**src/rtl/gray_pkg.sv**
```systemverilog
// Shared definitions for the Gray-code up/down counter: mode encodings and
// binary/Gray conversion helpers (evaluated at full 32-bit width, callers truncate).
package gray_pkg;

   typedef enum logic {
      MODE_WRAP = 1'b0,
      MODE_SAT  = 1'b1
   } mode_e;

   function automatic logic [31:0] bin_to_gray(input logic [31:0] bin);
      return bin ^ (bin >> 1);
   endfunction

   // Zero-extended inputs convert correctly because the unused top bits XOR as zero.
   function automatic logic [31:0] gray_to_bin(input logic [31:0] gray);
      logic [31:0] bin;
      logic        acc;
      acc = 1'b0;
      for (int i = 31; i >= 0; i--) begin
         acc    = acc ^ gray[i];
         bin[i] = acc;
      end
      return bin;
   endfunction

endpackage

```
**src/rtl/gray2bin.sv**
```systemverilog
// Purely combinational Gray-to-binary converter: each binary bit is the XOR of
// all Gray bits at or above its position.
module gray2bin #(
   parameter int WIDTH = 4
) (
   input  logic [WIDTH-1:0] gray,
   output logic [WIDTH-1:0] bin
);

   logic acc;

   // NOTE: every variable written here gets a value before any branch or loop,
   // so no path leaves it unassigned and no latch is inferred.
   always_comb begin
      acc = 1'b0;
      bin = '0;
      for (int i = WIDTH - 1; i >= 0; i--) begin
         acc    = acc ^ gray[i];
         bin[i] = acc;
      end
   end

endmodule

```
**src/rtl/gray_updown_counter.sv**
```systemverilog
// Up/down counter with registered binary and Gray outputs, wrap or saturate
// behaviour at the ends, and a one-cycle pulse on wrap-around.
module gray_updown_counter
   import gray_pkg::*;
#(
   parameter int WIDTH     = 4,
   parameter int SATURATE  = 0,
   parameter int RESET_BIN = 0
) (
   input  logic             clk,
   input  logic             rst_n,
   input  logic             enable,
   input  logic             up_dn,
   input  logic             clear,
   input  logic             load,
   input  logic [WIDTH-1:0] load_gray,
   output logic [WIDTH-1:0] gray_out,
   output logic [WIDTH-1:0] binary_out,
   output logic             at_max,
   output logic             at_min,
   output logic             wrap_pulse
);

   localparam mode_e            MODE       = (SATURATE != 0) ? MODE_SAT : MODE_WRAP;
   localparam logic [WIDTH-1:0] RESET_VAL  = WIDTH'(RESET_BIN);
   localparam logic [WIDTH-1:0] RESET_GRAY = WIDTH'(bin_to_gray(32'(RESET_BIN)));
   localparam logic [WIDTH-1:0] ALL_ONES   = '1;

   logic [WIDTH-1:0] bin_q, bin_d;
   logic [WIDTH-1:0] gray_q, gray_d;
   logic             wrap_q, wrap_d;
   logic [WIDTH-1:0] load_bin;

   gray2bin #(.WIDTH(WIDTH)) u_gray2bin (
      .gray (load_gray),
      .bin  (load_bin)
   );

   always_comb begin
      bin_d  = bin_q;
      wrap_d = 1'b0;
      if (clear) begin
         bin_d = '0;
      end else if (load) begin
         bin_d = load_bin;
      end else if (enable) begin
         if (up_dn) begin
            if (bin_q != ALL_ONES) begin
               bin_d = bin_q + 1'b1;
            end else if (MODE == MODE_WRAP) begin
               bin_d  = '0;
               wrap_d = 1'b1;
            end
         end else begin
            if (bin_q != '0) begin
               bin_d = bin_q - 1'b1;
            end else if (MODE == MODE_WRAP) begin
               bin_d  = ALL_ONES;
               wrap_d = 1'b1;
            end
         end
      end
      // Gray is derived from the next count so both registers update together.
      gray_d = WIDTH'(bin_to_gray(32'(bin_d)));
   end

   // NOTE: state registers use non-blocking assignments so every flop samples
   // the pre-edge values, independent of statement order.
   always_ff @(posedge clk or negedge rst_n) begin
      if (!rst_n) begin
         bin_q  <= RESET_VAL;
         gray_q <= RESET_GRAY;
         wrap_q <= 1'b0;
      end else begin
         bin_q  <= bin_d;
         gray_q <= gray_d;
         wrap_q <= wrap_d;
      end
   end

   assign binary_out = bin_q;
   assign gray_out   = gray_q;
   assign wrap_pulse = wrap_q;
   assign at_max     = (bin_q == ALL_ONES);
   assign at_min     = (bin_q == '0);

endmodule

```
**config.mk**
```make
export PLATFORM = sky130hd
export DESIGN_NAME = gray_updown_counter
export DESIGN_NICKNAME = d
export VERILOG_FILES = /design/src/rtl/gray_pkg.sv /design/src/rtl/gray2bin.sv /design/src/rtl/gray_updown_counter.sv
export SDC_FILE = /design/constraint.sdc
export NUM_CORES = 1
export LEC_CHECK = 0
export CORE_UTILIZATION = 30
export CTS_CLUSTER_DIAMETER = 80
export DETAILED_ROUTE_END_ITERATION = 6
export SLEW_MARGIN = 20
export SYNTH_ARGS = -nofsm -noshare
export SYNTH_HDL_FRONTEND = slang
export SYNTH_SLANG_ARGS = --single-unit
```
**constraint.sdc**
```tcl
create_clock -name clk -period 2.3 [get_ports clk]
set_clock_uncertainty 0.2 [all_clocks]
set_input_delay 0.46 -clock clk [delete_from_list [all_inputs] [get_ports clk]]
set_output_delay 0.46 -clock clk [all_outputs]
set_load 0.1 [all_outputs]
```
## After elaboration in Yosys (flattened, before gate mapping)

Index checks and enable logic that the tools add are counted.

- Bitwise logic cells: 4
- Order comparisons: 0
- Reductions and logical operators: 2
- Multiply operators: 0
- $add $sub $neg: 2
- Divide/modulo/power cells: 0
- Mux-type cells: 12
- Shift-type cells: 0
- Equality and inequality tests: 2

Operators by type and width:

| cell | count |
|---|---|
| 4-bit two-way mux | 6 |
| 1-bit two-way mux | 6 |
| 4-bit by 1-bit adder with 4-bit output, second input constant | 1 |
| 4-bit equality test, second input constant | 1 |
| 4-bit zero test | 1 |
| 4-bit inequality test, second input constant | 1 |
| 4-bit nonzero test | 1 |
| 4-bit by 1-bit subtractor with 4-bit output, second input constant | 1 |
| 4-bit by 3-bit bitwise XOR with 4-bit output | 1 |
| 1-bit bitwise XOR | 3 |

- Input bits: 10
- Memory bits (read-only): 0
- Latch bits: 0
- Output and inout port bits: 11
- Word-level logic and storage cells: 25
- Memories kept: 0
- Bits in writable memories: 0
- Register bits: 9

## Logic depth before layout (Yosys ltp)

Gate-level depths: netlist (run 1).

- Word-level depth: 7
- Depth in mapped cells: 7
- Mapped depth without buffers: 7

## Modules after synthesis

Synthesis (run 1) repeated with hierarchy kept, for this count alone.

- Cells, all modules: 62
- Area total of the unflattened synthesis: 594.3 um^2

By module, submodules not included:

| module | area each (um^2) | times used | cells each |
|---|---|---|---|
| gray_updown_counter | 536.8 | 1 | 56 |
| gray2bin | 57.6 | 1 | 6 |

## Worst setup path after synthesis (run 1)

Ideal clock, no wire load.

- Path type: register -> register
- From: register bin_q[0] (netlist: binary_out[0])
- To: register gray_q[2] (netlist: gray_out[2])
- Data arrival time: 2.427 ns
- Cell stages (with the launch flop): 6
- Setup slack: -0.406 ns
- Period minus slack after synthesis: 2.706 ns
- Data required time: 2.021 ns
- Setup time: 0.079 ns
- Buffers on the path: 0
- Path through: dfrtp_1 inv_1 or4_1 a311o_1 a221oi_4 xor2_1

- Word-level cells in the longest chain between the ends: 7
- Elaborated cells between the ends (all ways): 11
- Classes of those cells: 2 x add/sub; 1 x eq/ne; 6 x mux; 1 x bitwise; 1 x reduce/logical

Ends and longest elaborated chain:

| what | RTL line | RTL |
|---|---|---|
| start: declaration | gray_updown_counter.sv:29 | `logic [WIDTH-1:0] bin_q, bin_d;` |
| start signal: assignment | gray_updown_counter.sv:75 | `bin_q <= bin_d;` |
| 4-bit by 1-bit subtractor with 4-bit output (tied with other cells) | gray_updown_counter.sv:56 | `bin_d = bin_q - 1'b1;` |
| 4-bit two-way mux (on tied branches) | gray_updown_counter.sv:55, gray_updown_counter.sv:48 |  |
| 4-bit two-way mux * | gray_updown_counter.sv:47 | `if (up_dn) begin` |
| 4-bit two-way mux * | gray_updown_counter.sv:46 | `end else if (enable) begin` |
| 4-bit two-way mux * | gray_updown_counter.sv:44 | `end else if (load) begin` |
| 4-bit two-way mux * | gray_updown_counter.sv:42 | `if (clear) begin` |
| via bin_d[3] | gray_updown_counter.sv:29 |  |
| 4-bit by 3-bit bitwise XOR with 4-bit output * | gray_pkg.sv:11 | `return bin ^ (bin >> 1);` |
| via gray_d[2] | gray_updown_counter.sv:30 | `logic [WIDTH-1:0] gray_q, gray_d;` |
| end signal: assignment | gray_updown_counter.sv:76 | `gray_q <= gray_d;` |
| end: declaration | gray_updown_counter.sv:30 |  |

Mark *: on every way through the listed nets, which the timed path passes. The rest lies on a longest branch.

## Final worst setup path (run 1)

- From: register bin_q[0] (netlist: binary_out[0])
- To: output port at_min

- Word-level cells in the longest chain between the ends: 1

Ends and longest elaborated chain:

| what | RTL line | RTL |
|---|---|---|
| 4-bit zero test | gray_updown_counter.sv:85 | `assign at_min = (bin_q == '0);` |
| end: declaration | gray_updown_counter.sv:20 | `output logic at_min,` |

No other way between the ends.

==> metrics.yaml, run 1 <==
logic_synthesis:
  ys_types: 29
  synth-seq-cells: 8
  ys_seq_area_share_pct: 35.56
  yosys-top-cells-area: "dfrtp_1, xor2_1, ha_1"
  synth_area_leader_cell: "dfrtp_1"
  syn-num-nets: 69
  syn_area_per_cell_um2: 10.05
  synth_area_um2: 563.0
  synth-warning-count: 0
  synth_top_area_share_pct: 35.56
  syn_inst: 56
pwr:
  comb_power_share_pct: 55.2
  clkPwrFrac_pct: 16.7
  seqPwrFrac_pct: 28.1
  power.internal_uw: 330.6
  p_sw_share_pct: 47.71
  power_density_nw_per_um2: 730.1
  leakagePower_nw: 0.3989
  switchingPower_uw: 301.6
  ir_worst_vdd_mv: 0.3635
  finalPower_uw: 632.1
route:
  ant_nets: 0
  wl_um: 1255
  viasPerCell: 4.685
  drc_errors: 0
  drt_iter0_drc: 6
  dr.pass1.iters: 4
  wire_per_inst_um: 11.62
  vias: 506
worst_setup_path:
  crit_required_ns: 1.64
  crit_start: "binary_out[0]"
  arrival_ns: 1.59
  path_cells: "inv_1 > ha_1 > nor2b_1 > and2_2 > buf_12"
  max_stage_delay_ns: 0.51
  r2r_slack_ns: 0.20
  r2r_cells: 7
  slowest_stage: "dfrtp_4"
  crit_path_start_kind: "flip-flop"
  cp-end-kind: "output pin"
  crit_fanout: 7
  r2r_end: "gray_out[2]"
  path_class: "reg -> out"
  reg2reg_from: "binary_out[0]"
floorplanning:
  row_count: 15
  dieArea_um2: 2054
  initial_core_util_pct: 32.26
  io_pins: 21
  coreArea_um2: 1745
  die_y_um: 45.32
  fp.dieW_um: 45.32
grt:
  grt_antenna_before_repair: 0
  grt_max_degree: 9
  overflow: 0
  first_global_vias: 474
  grt_pass1_wl_um: 2049
  grtUsageTotal_pct: 13.81
sta:
  fin_hold_ws_ns: 0.2834
  setup_tns_ns: 0
  final.period_utilization_pct: 97.79
  fmax_ghz: 0.4446
  slew_headroom_pct: 76.38
  rsz0062_at_grt: "false"
  fin_crit_ns: 2.249
  worst_pin_slew_ns: 0.3533
  setup_viol: 0
  hold_violations: 0
  slew_violations: 0
min_path:
  hold_class: "in -> async"
clock_tree:
  root_buffer: "clkbuf_4"
  post_cts_resized: 1
  clock_path_buffers: 2
  clock_latency_ns: 0.25
  numCtsBuffers: 3
  clock-sinks: 8
  cts_tree: "built"
  cts_hold_buf: 0
  h-tree-depth: 1
  post-cts-setup-buffer-count: 0
  clkTransAtPathRegs_ns: 0.05
placed_design:
  hpwl_um: 1028
  place_inst: 105
  dpl_cell_area_um2: 838.3
  portBuffers: 20
  gp_congestion: 0.7448
finish:
  drive_gt1_share_pct: 40.96
  finalNonFillerCells: 108
  fin_area_um2: 865.8
  area_growth_pct: 53.78
  fill_cells: 173
  n_antenna_cell: 0
  final_nets: 98
status:
  status: "completed"
job:
  drv_cap: 0
-- synthesized netlist by cell type --
| cell | instances |
|---|---|
| clkbuf_1 | 1 |
| nor3_1 | 1 |
| xor2_1 | 5 |
| a211oi_1 | 2 |
| xnor2_1 | 1 |
| a21oi_1 | 4 |
| nand2_1 | 1 |
| nand2b_1 | 1 |
| and2_2 | 1 |
| o311a_1 | 1 |
| dfrtp_1 | 8 |
| inv_1 | 4 |
| nor2b_1 | 1 |
| and3_2 | 1 |
| buf_4 | 2 |
| mux2i_1 | 3 |
| nor4_1 | 1 |
| o21bai_1 | 1 |
| o31a_2 | 1 |
| a221oi_4 | 1 |
| mux2_2 | 2 |
| and3_1 | 1 |
| a311o_1 | 1 |
| nor2_1 | 3 |
| or4_1 | 1 |
| ha_1 | 3 |
| o21ai_0 | 2 |
| inv_2 | 1 |
| a31oi_1 | 1 |
-- per-layer routing --
metal	vias to the layer above	part of all wire (%)	track usage [%]
li1	254	-	-
met1	236	46	17.44
met2	16	49	22.90
met3	0	5.1	5.200
met4	0	0	1.818
met5	-	0	0
-- worst max-delay path by stage --
| stage | cells past startpoint | slack [ns] | endpoint |
|---|---|---|---|
| final | 5 | 0.05 | at_min |
| after global routing | 6 | 0.006 | gray_out[0] |
| after CTS | 5 | 0.04 | at_min |
| after detailed placement | 6 | -0.28 | gray_out[0] |
| after global placement | 6 | -0.16 | gray_out[0] |
| after floorplan | 5 | 0.04 | gray_out[2] |
-- layout make-up --
type | count | area (um2) | share of cell area (%)
Tap cell | 25 | 31.28 | 3.613
Clock buffer | 3 | 22.52 | 2.601
Sequential cell | 8 | 212.7 | 24.57
Multi-Input combinational cell | 40 | 330.3 | 38.15
Timing Repair Buffer | 27 | 250.2 | 28.90
Inverter | 5 | 18.77 | 2.168
-- power groups by stage --
stage / clock network, mW / registers, mW / logic [mW]
6_report: 0.105 / 0.178 / 0.349
5_1_grt: 0.118 / 0.180 / 0.365
4_1_cts: 0.108 / 0.177 / 0.350
3_5_place_dp: 0 / 0.180 / 0.347
3_3_place_gp: 0 / 0.180 / 0.344
2_1_floorplan: 0 / 0.307 / 0.122
-- worst max-delay path, delay by kind of cell, from the launching register on --
kind	cells	cell delay, ns
adder cells (fa/ha/maj)	1	0.18
AND/OR/NAND/NOR	2	0.37
buffers and inverters	2	0.28
flip-flops	1	0.51
-- state kept, by name, summed over array words and instances, names as in the netlist --
signal and count:
gray_out 3, binary_out 4, wrap_pulse 1
-- through the flow --
stage	setup WS (ns)	util, %
after CTS	0.04381	49.61
after detailed placement	-0.2818	48.03
final	0.05090	49.61
after global routing	0.006402	49.61
after global placement	-0.1566	48.03
after floorplan	0.04269	-
-- layout by cell type, fill, tap and decap left out, drive strengths merged, types with 2 or more instances in the layout --
cell	instances
ha	3
a21oi	4
mux2	2
buf	18
o21ai	2
nor2	3
a211oi	2
mux2i	3
dfrtp	8
xor2	5
inv	5
clkbuf	3
and3	2
clkdlybuf4s50	9
-- logic make-up after synthesis --
family          Yosys count  synth area share (%)
simple gates             12                 12.00
compound gates           14                 20.45
mux                       5                 9.333
buf+inv                   8                 6.664
flops                     8                 35.56
xor+xnor                  6                 9.333
fa+ha+maj                 3                 6.667
Note: power is estimated with default switching activity, not from simulation.
==> run 2, diff against run 1 <==
- CTS_BUF_LIST: default -> sky130_fd_sc_hd__clkbuf_4 sky130_fd_sc_hd__clkbuf_8 sky130_fd_sc_hd__clkbuf_16
- CTS_CLUSTER_SIZE: default -> 25
==> results of run 2 <==
Final layout, timing and power as in run 1 (identical DEF).
==> run 3, diff against run 2 <==
- PLACE_DENSITY: default -> 0.57
- clock period: 2.3 -> 2.08 ns (I/O delays scaled with it)
==> run 3 against run 2 <==
The flow now finishes with violations (setup timing). Critical path depth down 1. Power rose by 33%. Clock-buffer cell count unchanged. First-iteration DRC count grew 33%. Non-clock buffer count is 13 higher. Worst hold slack worse by 0.052 ns. Worst setup slack worse by 0.062 ns. Global-route usage up 3.9 points. Combinational power is 49% higher. Critical path type is now reg -> reg. Largest cell class is now buffers. Largest power group unchanged. Highest routed layer unchanged.
==> metrics.yaml, run 3 (synthesized netlist as in run 1, its figures left out) <==
route:
  viasPerCell: 4.653  # was 4.685
  wl_um: 1549  # was 1255 um
  dr.pass1.iters: 4  # unchanged
  drc_errors: 0  # unchanged
  drt_iter0_drc: 8  # was 6
  ant_nets: 0  # unchanged
  vias: 563  # was 506
  wire_per_inst_um: 12.80  # was 11.62 um
clock_tree:
  clock_latency_ns: 0.25  # about the same
  clock_path_buffers: 2  # unchanged
  numCtsBuffers: 3  # unchanged
  clkTransAtPathRegs_ns: 0.05  # about the same
  root_buffer: "clkbuf_4"  # unchanged
  clock-sinks: 8  # unchanged
  h-tree-depth: 1  # unchanged
  cts_tree: "built"  # unchanged
sta:
  fin_ws_ns: -0.01079  # was 0.05090 ns
  fin_crit_ns: 2.091
  fmax_ghz: 0.4783
  slew_violations: 0  # unchanged
  worst_pin_slew_ns: 0.3390  # was 0.3533 ns
  slew_headroom_pct: 77.33  # was 76.38%
  final.period_utilization_pct: 100.5
  rsz0062_at_grt: "true"  # was false
  setup_viol: 1  # was 0
  hold_violations: 0  # unchanged
finish:
  largest_reg_flops: 4  # unchanged
  drive_gt1_share_pct: 57.29  # was 40.96%
  multi_input_area_um2: 372.9  # was 330.3 um2
  area_growth_pct: 99.56  # was 53.78%
  fin_area_um2: 1124  # was 865.8 um2
  finalNonFillerCells: 121  # was 108
  final_nets: 111  # was 98
  regArea_um2: 215.2  # was 212.7 um2
  fill_cells: 140  # was 173
  layout_commonest_cell: "buf_4"  # unchanged
  n_antenna_cell: 0  # unchanged
  layout_common_cells: "buf_4, buf_12, clkdlybuf4s50_1, xor2_1"  # was buf_4, clkdlybuf4s50_1, xor2_1, a21oi_1, dfrtp_1
pwr:
  leakagePower_nw: 0.5081  # was 0.3989 nW
  clkPwrFrac_pct: 14.0  # was 16.7%
  seqPwrFrac_pct: 24.0  # was 28.1%
  power.internal_uw: 467.7  # was 330.6 uW
  ir_worst_vdd_mv: 0.4046  # was 0.3635 mV
  power_density_nw_per_um2: 745.5  # was 730.1 nW/um2
  p_sw_share_pct: 44.16  # was 47.71%
  comb_power_share_pct: 62.0  # was 55.2%
  switchingPower_uw: 369.9  # was 301.6 uW
placed_design:
  dpl_cell_area_um2: 983.4  # was 838.3 um2
  place_inst: 109  # was 105
  portBuffers: 20  # unchanged
  gp_congestion: 0.7735  # was 0.7448
  hpwl_um: 1144  # was 1028 um
worst_setup_path:
  cp-end-kind: "flip-flop"  # was output pin
  reg2reg_from: "binary_out[3]"  # was binary_out[0]
  cp-endpoint: "gray_out[2]"  # was at_min
  crit_path_start_kind: "flip-flop"  # unchanged
  crit_fanout: 2  # was 7
  crit_required_ns: 2.06  # was 1.64 ns
  r2r_end: "gray_out[2]"  # unchanged
  r2r_slack_ns: -0.01  # was 0.20 ns
  crit_start: "binary_out[3]"  # was binary_out[0]
  arrival_ns: 2.07  # was 1.59 ns
  path_class: "reg -> reg"  # was reg -> out
  r2r_cells: 4  # was 7
floorplanning:
  coreArea_um2: 1745  # unchanged
  row_count: 15  # unchanged
  initial_core_util_pct: 32.26  # unchanged
  io_pins: 21  # unchanged
  die_y_um: 45.32  # unchanged
  fp.dieW_um: 45.32  # unchanged
  dieArea_um2: 2054  # unchanged
grt:
  grt_util_met1_pct: 20.74  # was 17.44%
  grt_pass1_wl_um: 2504  # was 2049 um
  grt_most_used_layer: "met2"  # unchanged
  grtUsageTotal_pct: 17.67  # was 13.81%
  first_global_vias: 593  # was 474
  grt_max_degree: 9  # unchanged
  use_met2_pct: 30.14  # was 22.90%
  grtUsageMet3_pct: 6.000  # was 5.200%
  overflow: 0  # unchanged
  grt_antenna_before_repair: 0  # unchanged
min_path:
  hold_class: "in -> async"  # unchanged
status:
  violations: "setup timing"
  status: "complete, but fails checks"  # was completed
job:
  drv_cap: 0  # unchanged
## run 3: cell types whose count changed in the layout (fill, tap and decap cells not counted), sizes merged
cell | previous run | this run
buf | 18 | 31
clkdlybuf4s50 | 9 | 7
dlygate4sd2 | 0 | 2
## run 3: worst min-delay path by stage
stage                    endpoint  slack, ns  cells past startpoint
global placement      gray_out[2]       0.51                      1
floorplan             gray_out[0]      -0.08                      0
CTS                   gray_out[2]       0.24                      1
detailed placement    gray_out[2]       0.51                      1
finish                gray_out[2]       0.23                      1
global route        binary_out[0]       0.25                      1
## run 3: per-stage QoR
step	hold WS (ns)	total power [mW]	TNS [ns]	setup slack (ns)	utilization, %
floorplan	-0.07959	0.4774	-0.1558	-0.1033	-
global placement	0.5130	0.6570	-0.6129	-0.3182	56.34
detailed placement	0.5125	0.6613	-0.8965	-0.4126	56.34
CTS	0.2374	0.8273	0	0.001767	62.94
global route	0.2452	0.8789	-0.08609	-0.04867	64.37
finish	0.2311	0.8376	-0.01079	-0.01079	64.37
## run 3: cell type report
class / instances / share of cell area [%]
repair buffers: 40 / 40.76
multi-input cells: 40 / 33.18
well taps: 25 / 2.784
inverters: 5 / 2.116
flip-flops and latches: 8 / 19.15
clock buffers: 3 / 2.004
## run 3: worst max-delay path, stage by stage, from the launching register on
cell and delay, ns:
dfrtp_4 0.47, or4_4 0.53, a311o_1 0.36, a221oi_4 0.29
xor2_1 0.17
## run 3: power by group through the flow
stage	clock, mW	sequential [mW]	combinational [mW]
final	0.117	0.201	0.519
after detailed placement	0	0.205	0.456
after floorplan	0	0.341	0.136
after global placement	0	0.206	0.451
after global routing	0.135	0.203	0.541
after CTS	0.122	0.201	0.504
## run 3: timing repair
item,4_1_cts,5_1_grt
pin swaps,5,3
buffers inserted,8,1
resized for setup,11,5
endpoints found under the hold margin,0,0
endpoints found under the setup margin,2,4
hold buffers,0,0
## run 3: metal layers
metal	vias to the layer above	part of all wire [%]	routed length [um]
met1	262	40	614
li1	283	-	-
met3	0	4.2	65
met5	-	0	0
met2	18	56	870
met4	0	0	0
==> RTL edit (flow settings as in run 1) <==
Register the inputs `enable`, `up_dn`, `clear`, `load` and `load_gray` before use. The logic sees them one clock later.
--- a/src/rtl/gray_updown_counter.sv
+++ b/src/rtl/gray_updown_counter.sv
@@ -28,2 +28,16 @@
 
+   logic enable_q;
+   logic up_dn_q;
+   logic clear_q;
+   logic load_q;
+   logic [WIDTH-1:0] load_gray_q;
+
+   always_ff @(posedge clk) begin
+      enable_q    <= enable;
+      up_dn_q     <= up_dn;
+      clear_q     <= clear;
+      load_q      <= load;
+      load_gray_q <= load_gray;
+   end
+
    logic [WIDTH-1:0] bin_q, bin_d;
@@ -34,3 +48,3 @@
    gray2bin #(.WIDTH(WIDTH)) u_gray2bin (
-      .gray (load_gray),
+      .gray (load_gray_q),
       .bin  (load_bin)
@@ -41,8 +55,8 @@
       wrap_d = 1'b0;
-      if (clear) begin
+      if (clear_q) begin
          bin_d = '0;
-      end else if (load) begin
+      end else if (load_q) begin
          bin_d = load_bin;
-      end else if (enable) begin
-         if (up_dn) begin
+      end else if (enable_q) begin
+         if (up_dn_q) begin
             if (bin_q != ALL_ONES) begin
Function: changed (a bounded check fails within 4 cycles, from zero or initial values and one cycle with rst_n low).
==> RTL edit against run 1 <==
Core utilization decreased by 5.3 points. Combinational power fell by 6.9%. Setup slack got worse by 0.014 ns. Worst hold slack got worse by 0.044 ns. Power up 33%. Sequential cell count rose by 8. Area after synthesis up 28%. Routed wire length grew 2.5%. Cell count increased by 4.6%. Count of clock-buffer cells in the layout grew 1. Cell area grew 14%. Die area is 27% higher. Global-route usage down 2.4 points. Largest cell class is now registers.
==> RTL edit: results (changes against run 1) <==
synth:
  avgSynthCellArea_sq_um: 11.3  # +12%
  synth_flop_cell: "dfxtp_1"
  synth-compound-area-share_pct: 15.9  # -4.5 points
  synth_nets: 77  # +12%
  synth_mux_area_share_pct: 7.27  # -2.1 points
  synth-xor-area-share_pct: 7.27  # -2.1 points
  synth_common_cells: "dfrtp_1 (8), dfxtp_1 (8), xor2_1 (5)"
  seq_area_frac_synth_pct: 49.8  # +14 points
  synthArstFlopShare_pct: 50.0  # -50 points
  yosysUniqueCellTypes: 30  # +3.4%
layout:
  drive_above_1_share_pct: 32.9  # -8.0 points
  layout.cells.non_filler: 113  # +4.6%
  nFillCells: 222  # +28%
  fin_nets: 99  # +1.0%
timing:
  maxSlewHeadroom_pct: 75.2  # -1.2 points
  fmaxAchievable_mhz: 442  # -0.60%
placement:
  routabilityCongestion: 0.857  # +15%
clocking:
  insertion_delay_ns: 0.29  # +0.04 ns
  path_clk_slew_ns: 0.09  # +0.04 ns
pwr:
  power_leakage_nw: 0.441  # +11%
  peakVddDrop_uv: 512  # +41%
grt:
  grt_use_total_pct: 11.4  # -2.4 points
  gr-usage-met2_pct: 18.9  # -4.0 points
  met3_usage_pct: 1.79  # -3.4 points
  grt_pass1_wl_microns: 2130  # +3.7%
worst_setup_path:
  r2r_cells: 4  # -3
  rr_startpoint: "binary_out[3]"
detailed_routing:
  drtIter0Drc: 3  # -3
status:
  status: "finished clean"
RTL edit: final cells by class:
type                    instances  area share (%)
clock buffers                   4            3.67
inverters                       5            1.90
multi-input cells              40            33.2
flip-flops and latches         16            37.7
well taps                      28            3.54
repair buffers                 20            20.0
RTL edit: power by group:
group	switching [mW]	total (mW)	internal (mW)
combinational	0.225	0.325	0.0995
sequential	0.0275	0.335	0.308
clock	0.0826	0.179	0.0965
total	0.335	0.839	0.504
RTL edit: worst reg2reg max path: stages (launching register included):
cell	delay, ns
dfrtp_2	0.47
or4_1	0.54
a311o_1	0.40
a221oi_4	0.25
xor2_1	0.16
RTL edit: what timing repair did:
item,in CTS,in global routing
hold buffers,0,0
setup endpoints to repair,0,1
resized for setup,0,3
RTL edit: worst max-delay path by stage:
stage	startpoint	to
floorplan	binary_out[0]	gray_out[2]
global placement	binary_out[2]	gray_out[2]
detailed placement	binary_out[0]	gray_out[2]
CTS	binary_out[1]	at_min
global route	binary_out[0]	at_min
finish	binary_out[0]	at_min
RTL edit: per-layer routing:
layer | up-vias | share of wire (%)
met3 | 5 | 4.1
met4 | 0 | 3.3
met5 | - | 0
li1 | 269 | -
met2 | 17 | 51
met1 | 250 | 42
RTL edit: per-stage QoR:
step | hold slack, ns | TNS [ns] | power [mW] | area [sq um]
6_report | 0.240 | 0 | 0.839 | 990
5_1_grt | 0.270 | -0.0126 | 0.877 | 990
4_1_cts | 0.252 | 0 | 0.841 | 986
3_5_place_dp | 0.336 | 0 | 0.664 | 950
3_3_place_gp | 0.340 | 0 | 0.662 | 950
2_1_floorplan | -0.0356 | 0 | 0.583 | 736
RTL edit: cells by family (layout without fill, tap and decap cells):
group | after synthesis | after routing
XOR/XNOR | 6 | 6
AND/OR/NAND/NOR | 12 | 12
multiplexers | 5 | 5
adder cells (fa/ha/maj) | 3 | 3
buffers and inverters | 8 | 29
flip-flops | 16 | 16
AO/OA/AOI/OAI | 14 | 14
